===== src/rtl/player_pkg.sv =====
// Shared types and constants for the player physics slice.
package player_pkg;

  localparam int unsigned kPosW         = 10;
  localparam int unsigned kVelW         = 6;
  localparam int unsigned kGrassTop     = 384;
  localparam int unsigned kPlayerWidth  = 16;
  localparam int unsigned kPlayerHeight = 16;

  typedef enum logic [1:0] {
    GROUND  = 2'd0,
    RISING  = 2'd1,
    FALLING = 2'd2
  } player_state_t;

endpackage


===== src/rtl/player_motion_btn_sync.sv =====
// Two-flop button synchronizer with an optional registered rising-edge pulse.
module btn_sync #(
  parameter bit EDGE_EN = 1'b0
) (
  input  logic clk,
  input  logic reset,
  input  logic i_btn,
  output logic o_level,
  output logic o_rise
);

  logic r_meta;
  logic r_sync;

  // Two-stage synchronizer for the asynchronous button.
  always_ff @(posedge clk) begin
    if (reset) begin
      r_meta <= 1'b0;
      r_sync <= 1'b0;
    end else begin
      r_meta <= i_btn;
      r_sync <= r_meta;
    end
  end

  assign o_level = r_sync;

  generate
    if (EDGE_EN) begin : g_edge
      logic r_sync_d;
      logic r_rise;
      // Registered edge pulse, one cycle after the synchronized level rises.
      always_ff @(posedge clk) begin
        if (reset) begin
          r_sync_d <= 1'b0;
          r_rise   <= 1'b0;
        end else begin
          r_sync_d <= r_sync;
          r_rise   <= r_sync & ~r_sync_d;
        end
      end
      assign o_rise = r_rise;
    end else begin : g_no_edge
      assign o_rise = 1'b0;
    end
  endgenerate

endmodule


===== src/rtl/player_motion.sv =====
// Per-frame player physics: horizontal walk with clamping, jump/gravity FSM.
// Optional auto-walk when no direction is held: PLAYER_MOTION_AUTOWALK_EN.
module player_motion
  import player_pkg::*;
#(
  parameter int unsigned RANGE_X     = 624,
  parameter int unsigned RANGE_Y     = 368,
  parameter int unsigned JUMP_VEL    = 8,
  parameter int unsigned MAX_FALL    = 15,
  parameter int unsigned GRAV_PERIOD = 1
) (
  input  logic             clk,
  input  logic             reset,
  input  logic             frame_end,
  input  logic             btn_left,
  input  logic             btn_right,
  input  logic             btn_jump,
  output logic [kPosW-1:0] px,
  output logic [kPosW-1:0] py,
  output logic [1:0]       state,
  output logic             on_ground
);

  localparam logic [kPosW:0]   kRangeX  = (kPosW+1)'(RANGE_X);
  localparam logic [kPosW:0]   kRangeY  = (kPosW+1)'(RANGE_Y);
  localparam logic [kVelW-1:0] kJumpVel = kVelW'(JUMP_VEL);
  localparam logic [kVelW-1:0] kMaxFall = kVelW'(MAX_FALL);
  localparam logic [3:0]       kGravLast = 4'(GRAV_PERIOD - 1);

  logic w_left, w_right, w_jump_rise;
  logic w_unused_left_rise, w_unused_right_rise, w_unused_jump_level;

  btn_sync #(.EDGE_EN(1'b0)) u_sync_left (
    .clk(clk), .reset(reset), .i_btn(btn_left),
    .o_level(w_left), .o_rise(w_unused_left_rise)
  );
  btn_sync #(.EDGE_EN(1'b0)) u_sync_right (
    .clk(clk), .reset(reset), .i_btn(btn_right),
    .o_level(w_right), .o_rise(w_unused_right_rise)
  );
  btn_sync #(.EDGE_EN(1'b1)) u_sync_jump (
    .clk(clk), .reset(reset), .i_btn(btn_jump),
    .o_level(w_unused_jump_level), .o_rise(w_jump_rise)
  );

  player_state_t    r_state, w_state_nx;
  logic [kPosW-1:0] r_px, r_py, w_px_nx, w_py_nx;
  logic [kVelW-1:0] r_vy, w_vy_nx;
  logic [3:0]       r_grav_cnt, w_grav_nx;
  logic             r_jump_req, r_on_ground;
  logic             w_req, w_grav_step, w_go_left, w_go_right;
  logic [kPosW:0]   w_vy_ext, w_py_sum, w_px_inc;
`ifdef PLAYER_MOTION_AUTOWALK_EN
  logic             r_dx, w_dx_nx;
`endif

  // Walk direction decode; auto-walk bounces off the edges by flipping dx.
  always_comb begin
    w_go_left  = w_left & ~w_right;
    w_go_right = w_right & ~w_left;
`ifdef PLAYER_MOTION_AUTOWALK_EN
    w_dx_nx = r_dx;
    if (w_go_left) begin
      w_dx_nx = 1'b0;
    end else if (w_go_right) begin
      w_dx_nx = 1'b1;
    end else if (!w_left && !w_right) begin
      if ({1'b0, r_px} == kRangeX)  w_dx_nx = 1'b0;
      else if (r_px == '0)          w_dx_nx = 1'b1;
      w_go_left  = ~w_dx_nx;
      w_go_right = w_dx_nx;
    end
`endif
  end

  // Horizontal next position with clamping at both screen edges.
  always_comb begin
    w_px_inc = {1'b0, r_px} + 1'b1;
    w_px_nx  = r_px;
    if (w_go_left) begin
      w_px_nx = (r_px == '0) ? '0 : r_px - 1'b1;
    end else if (w_go_right) begin
      w_px_nx = (w_px_inc > kRangeX) ? kRangeX[kPosW-1:0] : w_px_inc[kPosW-1:0];
    end
  end

  // Jump FSM next state and vertical datapath.
  always_comb begin
    w_req       = r_jump_req | w_jump_rise;
    w_grav_step = (r_grav_cnt == kGravLast);
    w_vy_ext    = {{(kPosW+1-kVelW){1'b0}}, r_vy};
    w_py_sum    = {1'b0, r_py} + w_vy_ext;
    w_state_nx  = r_state;
    w_py_nx     = r_py;
    w_vy_nx     = r_vy;
    w_grav_nx   = w_grav_step ? '0 : r_grav_cnt + 1'b1;
    case (r_state)
      GROUND: begin
        if (w_req) begin
          w_vy_nx    = kJumpVel;
          w_grav_nx  = '0;
          w_state_nx = RISING;
        end
      end
      RISING: begin
        if (w_py_sum > kRangeY) begin
          w_py_nx    = kRangeY[kPosW-1:0];
          w_vy_nx    = '0;
          w_state_nx = FALLING;
        end else begin
          w_py_nx = w_py_sum[kPosW-1:0];
          if (w_grav_step) begin
            w_vy_nx = r_vy - 1'b1;
            if (r_vy == kVelW'(1)) w_state_nx = FALLING;
          end
        end
      end
      FALLING: begin
        if ({1'b0, r_py} <= w_vy_ext) begin
          w_py_nx    = '0;
          w_vy_nx    = '0;
          w_state_nx = GROUND;
        end else begin
          w_py_nx = r_py - w_vy_ext[kPosW-1:0];
          if (w_grav_step) w_vy_nx = (r_vy >= kMaxFall) ? kMaxFall : r_vy + 1'b1;
        end
      end
      default: w_state_nx = GROUND;
    endcase
  end

  // State register, advanced only on the frame strobe.
  always_ff @(posedge clk) begin
    if (reset)          r_state <= GROUND;
    else if (frame_end) r_state <= w_state_nx;
  end

  // Position/velocity registers and sticky jump request.
  always_ff @(posedge clk) begin
    if (reset) begin
      r_px        <= '0;
      r_py        <= '0;
      r_vy        <= '0;
      r_grav_cnt  <= '0;
      r_jump_req  <= 1'b0;
      r_on_ground <= 1'b1;
`ifdef PLAYER_MOTION_AUTOWALK_EN
      r_dx        <= 1'b1;
`endif
    end else if (frame_end) begin
      r_px        <= w_px_nx;
      r_py        <= w_py_nx;
      r_vy        <= w_vy_nx;
      r_grav_cnt  <= w_grav_nx;
      r_jump_req  <= 1'b0;
      r_on_ground <= (w_state_nx == GROUND);
`ifdef PLAYER_MOTION_AUTOWALK_EN
      r_dx        <= w_dx_nx;
`endif
    end else if (w_jump_rise) begin
      r_jump_req <= 1'b1;
    end
  end

  assign px        = r_px;
  assign py        = r_py;
  assign state     = r_state;
  assign on_ground = r_on_ground;

endmodule


===== config.mk =====
export PLATFORM = sky130hd
export DESIGN_NAME = player_motion
export DESIGN_NICKNAME = d
export VERILOG_FILES = /design/src/rtl/player_pkg.sv /design/src/rtl/player_motion_btn_sync.sv /design/src/rtl/player_motion.sv
export SDC_FILE = /design/constraint.sdc
export NUM_CORES = 1
export LEC_CHECK = 0
export BUFFER_PORTS_ARGS = -buffer_cell sky130_fd_sc_hd__buf_2
export CAP_MARGIN = 20
export CORE_ASPECT_RATIO = 1.4
export CORE_MARGIN = 8
export CORE_UTILIZATION = 55
export DETAILED_ROUTE_END_ITERATION = 12
export PLACE_DENSITY = 0.81
export SYNTH_ARGS = -nofsm -noshare
export SYNTH_HDL_FRONTEND = slang
export SYNTH_SLANG_ARGS = --single-unit

===== constraint.sdc =====
create_clock -name clk -period 2.75 [get_ports clk]
set_input_delay 0.1375 -clock clk [delete_from_list [all_inputs] [get_ports clk]]
set_output_delay 0.1375 -clock clk [all_outputs]
set_load 0.02 [all_outputs]

Yosys cells after proc, flatten, opt, wreduce, memory -nomap -nowiden

Cells that the tools add are included.

Register bits: 42
Input bits: 6
Output and inout bits: 23

Order comparisons: 4
Bitwise operators: 7
Reductions and logical operators: 11
$add $sub $neg: 7
Equality and inequality tests: 6
Mux-type cells: 23

Operators by type and width:

| cell                    | count |
|---|---|
| $mux W10                | 6 |
| $mux W6                 | 6 |
| $pmux W10 S2            | 1 |
| $pmux W6 S3             | 1 |
| $mux W4                 | 3 |
| $add A10 B1 Y11 const B | 1 |
| $add A10 B6 Y11         | 1 |
| $gt A11 B10 Y1 const B  | 1 |
| $gt A11 B9 Y1 const B   | 1 |
| $le A10 B6 Y1           | 1 |
| $logic_not A10 Y1       | 1 |
| $mux W2                 | 5 |
| $sub A10 B1 Y10 const B | 1 |
| $sub A10 B6 Y10         | 1 |
| $add A6 B1 Y6 const B   | 1 |
| $eq A6 B1 Y1 const B    | 1 |
| $ge A6 B4 Y1 const B    | 1 |
| $ne A3 B3 Y1 const B    | 2 |
| $pmux W2 S3             | 1 |
| $sub A6 B1 Y6 const B   | 1 |
| $reduce_and A5 Y1       | 1 |
| $add A4 B1 Y4 const B   | 1 |
| $logic_not A2 Y1        | 2 |
| $logic_not A4 Y1        | 1 |
| 10 further kinds        | 16 |

Logic depth before layout (Yosys ltp)

Word-level depth: 6
Depth in mapped cells: 13
Gate-level depth less buffers: 12

Cells and area by module

A second synthesis with hierarchy kept.

Cell total of the unflattened synthesis: 439
Area, all modules: 3,369.5 µm²

Modules (own cells, without submodules):

| module                     | area an instance (µm²) | cells each | times used |
|---|---|---|---|
| player_motion              | 3,130.5                | 419        | 1 |
| btn_sync (u_sync_left ...) | 63.8                   | 6          | 2 |
| btn_sync (u_sync_jump)     | 111.4                  | 8          | 1 |

Worst setup path before layout

OpenSTA, ideal clock, no wires.

Path type: register -> register
From: reg r_py[1], in the netlist py[1]
To: reg r_vy[5]
Path slack: -179 ps
Cell stages (with the launch flop): 11
Data arrival time: 2,834 ps
Period minus slack after synthesis: 2,929 ps
Path through: dfxtp_1 > inv_1 > fa_1 > nor3_2 > o31ai_4 > a21o_1 > and3_1 > a211oi_4 > nand2_2 > or2_1 > o41ai_2

Word-level cells in the longest chain between the ends: 4
Elaborated cells on any way between the ends: 9
Classes of those cells: add/sub: 1; order compare: 2; eq/ne: 2; mux: 3; reduce/logical: 1

Ends and longest elaborated chain:

| what                                                                     | line                 | source |
|---|---|---|
| start, declared                                                          | player_motion.sv:47  | `logic [kPosW-1:0] r_px, r_py, w_px_nx, w_py_nx;` |
| start signal, assigned                                                   | player_motion.sv:152 | `r_py <= w_py_nx;` |
| $add A10 B6 Y11                                                          | player_motion.sv:92  | `w_py_sum = {1'b0, r_py} + w_vy_ext;` |
| $gt A11 B9 Y1                                                            | player_motion.sv:106 | `if (w_py_sum > kRangeY) begin` |
| $ne A3 B3 Y1 (no source line) / $mux W6 (equally long branches)          | --                   |  |
| $reduce_and A5 Y1 (no source line) / $pmux W6 S3 (equally long branches) | --                   |  |
| end signal, assigned                                                     | player_motion.sv:153 | `r_vy <= w_vy_nx;` |
| end, declared                                                            | player_motion.sv:48  | `logic [kVelW-1:0] r_vy, w_vy_nx;` |

Several ways; a longest one is shown, not always the timed one.
A chain may end at the register's enable or synchronous reset.

Final worst setup path

From: reg r_vy[0]
To: reg r_vy[3]

Word-level cells in the longest chain between the ends: 5
Elaborated cells on any way between the ends: 15
Classes of those cells: add/sub: 3; order compare: 3; eq/ne: 2; mux: 6; reduce/logical: 1

Ends and longest elaborated chain:

| what |
|---|
| branches (longest 5 deep; another with $add A10 B6 Y11) |

Several ways; the timed one is not identified. The select of a mux whose other input is x is not followed.

==> results.md <==
| Parameter | This run |
|---|---|
| H-tree depth reported by CTS | 2 |
| Buffers from clock root to sink, at most | 2 |
| Dominant cell type by count on the critical path | buf_4 |
| Worst Setup Slack post-DPL | -0.2444 ns |
| Clk slew on worst S/H paths | 0.08 ns |
| Final routed wirelength across all metal layers | 11,100 µm |
| Crit Reg-Reg Endpoint | r_vy[3] |
| Area after DPL | 4109 µm² |
| Post-DP HPWL | 7413 µm |
| Data required time at the worst endpoint | 2.93 ns |
| Number of antenna-violating nets in the routed design | 0 |
| Sinks on Clock Net | 42 |
| Last weighted congestion value of the routability-driven placer | 0.9503 |
| Starting density of the core | 56.97% |
| CTS Root Cell | clkbuf_8 |
| Remaining DRCs | 0 |
| Initial DRC count | 341 |
| Critical Path Start Type | flip-flop |
| RSZ-0062 raised after global routing | true |
| Remaining max-slew budget at the tightest pin | 60.06% |
| Status | finished, violations left |
| Number of enable-type register cells in the synthesized netlist | 0 |
| Cell Rows | 34 |
| Leakage | 1.875 nW |
| Share of post-route cells with drive strength above 1 | 31.32% |
| Arrival time at the worst endpoint | 3.11 ns |
| Number of hold violations in the final report | 0 |
| Total congestion overflow | 0 |
| Failing checks | setup timing |
| Number of global-route vias before repair | 3,715 |
| Portion of the post-synthesis area used by sequential elements | 23.76% |
| Fin Hold WS | 0.03678 ns |
| Via-per-instance ratio | 6.427 |
| Most used flip-flop cell after synthesis | dfxtp_1 |
| Syn Nets | 485 |
| CTS tree | done |
| Width of the die | 83.79 µm |
| First-pass GRT wire length | 17,080 µm |
| Number of buffers created by CTS | 5 |
| P per Cell Area | 302.4 nW/µm² |
| Worst IR drop on VDD | 0.2336 mV |
| Netlist area before placement | 3538 µm² |
| Most frequent cells in the layout | buf_4 (67), dfxtp_1 (39), nor2_1 (35) |
| Per-instance average area after synthesis | 7.811 µm² |
| Launch instance of the worst min-delay path | btn_left |
| Actual slew at the worst max-slew pin | 0.5928 ns |
| Worst-case hold path end point | u_sync_left.r_meta |
| Logic depth of the worst register-to-register path | 12 |
| Worst Setup End Kind | flip-flop |
| Count of final max-slew check failures | 0 |
| Die height | 110.9 µm |
| Register area | 852.1 µm² |
| Die outline area | 9293 µm² |
| First-pass iteration count of the detailed router | 5 |
| Number of inserted diodes | 0 |
| MaxCap Viol Count | 0 |
| Count of different cell masters after synthesis | 79 |
| Global-route total usage across every layer | 21.55% |
| Number of instances on the worst hold path | 2 |
| Final worst setup slack | -0.1715 ns |
| Source of the worst register-to-register timing path | r_vy[0] |
| Antenna violations before repair | 0 |
| Fin crit period | 2.922 ns |
| Max frequency | 0.3423 GHz |
| Top-level port count | 29 |
| Routed length per placed instance | 18.43 µm |
| Number of synthesized register bits | 42 |
| Largest incremental delay on the critical path | 0.40 ns |
| Final setup fails | 8 |
| FFs w/ async S/R, synth | 0% |
| Highest net fanout along the worst path | 6 |
| Area grow syn2layout | 27.58% |
| Largest net degree at the start of global routing | 37 |
| Total number of vias | 3,869 |
| HP Class | in -> reg |
| Critical path, cell by cell | ha_4 -> inv_2 -> fa_2 -> buf_4 -> xnor2_1 -> and3_1 -> a32oi_2 -> and3_4 -> a211oi_4 -> buf_4 -> a41oi_1 -> o32ai_1 |
| Filler cell count | 456 |
| Yosys synthesis warning count | 0 |
| Post-Route Setup TNS | -0.7017 ns |
| Placeable Area | 6211 µm² |
| Design Area, Final | 4514 µm² |
| Worst Clk Skew | 0.006061 ns |
| Mapped Cells | 453 |
| Number of buffers added to fix hold violations after cts | 0 |
| Classification of the worst setup path | reg -> reg |
| R2r setup slk | -0.17 ns |
| Combined area of the multi-input logic cells | 2659 µm² |
| Count of port buffers added during placement | 28 |
| Period utilization | 106.2% |
| Worst-Skew Late Latency | 0.31 ns |
| Number of nets in the final layout | 561 |
| Standard cell with the maximum stage delay on the critical path | a211oi_4 |
| Commonest non-fill, non-tap cell in the layout | buf_4 |
-- report_power, final --
| group | leakage, nW | internal [W] | switching (W) |
|---|---|---|---|
| Sequential | 0.343 | 0.000618 | 0.0000111 |
| Combinational | 1.47 | 0.0000908 | 0.000131 |
| Clock | 0.0585 | 0.000272 | 0.000242 |
-- per-layer routing --
| metal | track usage, % | routed length [µm] | up-vias |
|---|---|---|---|
| li1 | - | - | 1816 |
| met1 | 21.55 | 4045 | 1846 |
| met2 | 40.01 | 5847 | 167 |
| met3 | 4.118 | 717 | 40 |
| met4 | 12.02 | 486 | 0 |
| met5 | 0 | 0 | - |
-- worst max-delay path, delay by kind of cell, from the launching register on --
kind | cells | cell delay [ns]
compound gates | 4 | 0.96
xor+xnor | 1 | 0.14
fa+ha+maj | 2 | 0.50
buf+inv | 3 | 0.41
flops | 1 | 0.39
simple gates | 2 | 0.42
-- how the worst max path moves through the flow --
stage / start / slack, ns / end
after CTS: r_vy[0] / 0.002 / r_vy[5]
after detailed placement: r_vy[0] / -0.24 / r_vy[5]
final: r_vy[0] / -0.17 / r_vy[3]
after global placement: py[0] / -0.08 / r_vy[5]
after global routing: r_vy[0] / -0.27 / r_vy[3]
after floorplan: py[0] / 0.009 / r_vy[5]
-- flip-flops by register name (all words and copies together), names as in the netlist, 2 cells and up --
signal and flops:
r_grav_cnt 4, state 2, py 10, r_vy 6, px 10
-- kinds of logic (layout without fill, tap and decap cells) --
logic type      Yosys count  count (layout)  share of synthesized area (%)
compound gates          143             143                          29.95
fa+ha+maj                26              26                          9.618
mux                       4               4                          1.167
xor+xnor                  5               5                          1.238
buf+inv                  60             137                          7.921
flops                    42              42                          23.76
simple gates            173             173                          26.34
-- cell usage after synthesis, drive strengths merged (5+ instances only) --
cell / instances / area (µm²)
a211oi: 9 / 80.08
a21o: 6 / 45.04
a21oi: 32 / 163.9
a22oi: 5 / 51.30
a31oi: 5 / 31.28
and3: 5 / 31.28
buf: 12 / 98.84
clkbuf: 18 / 68.81
dfxtp: 42 / 840.8
ha: 24 / 300.3
inv: 30 / 112.6
nand2: 35 / 133.9
nand2b: 5 / 31.28
nand3: 20 / 100.1
nor2: 37 / 143.9
nor2b: 12 / 75.07
nor3: 20 / 120.1
nor3b: 8 / 71.32
o21ai: 32 / 160.1
o31ai: 6 / 63.81
o32ai: 5 / 43.79
or3: 9 / 57.56
-- area by class of cell --
class	count	area share [%]
tap	72	1.996
timing repair buffer	99	15.24
sequential	42	18.87
multi-input combinational	351	58.90
clock inverter	3	0.9701
inverter	30	2.494
clock buffer	5	1.524
-- metrics by stage --
step | std cells | power (W) | utilization, %
3_3_place_gp | 586 | 0.0008385 | 66.16
2_1_floorplan | 453 | 0.0007850 | -
6_report | 602 | 0.001365 | 72.68
5_1_grt | 602 | 0.001411 | 72.68
4_1_cts | 600 | 0.001358 | 70.73
3_5_place_dp | 586 | 0.0008438 | 66.16
-- timing repair --
item / in CTS / in global routing
resized for setup: 24 / 20
buffers inserted: 6 / 2
setup endpoints to repair: 17 / 15
gates cloned: 0 / 0
pin swaps: 17 / 10
Power figures use the tool's default switching activity.
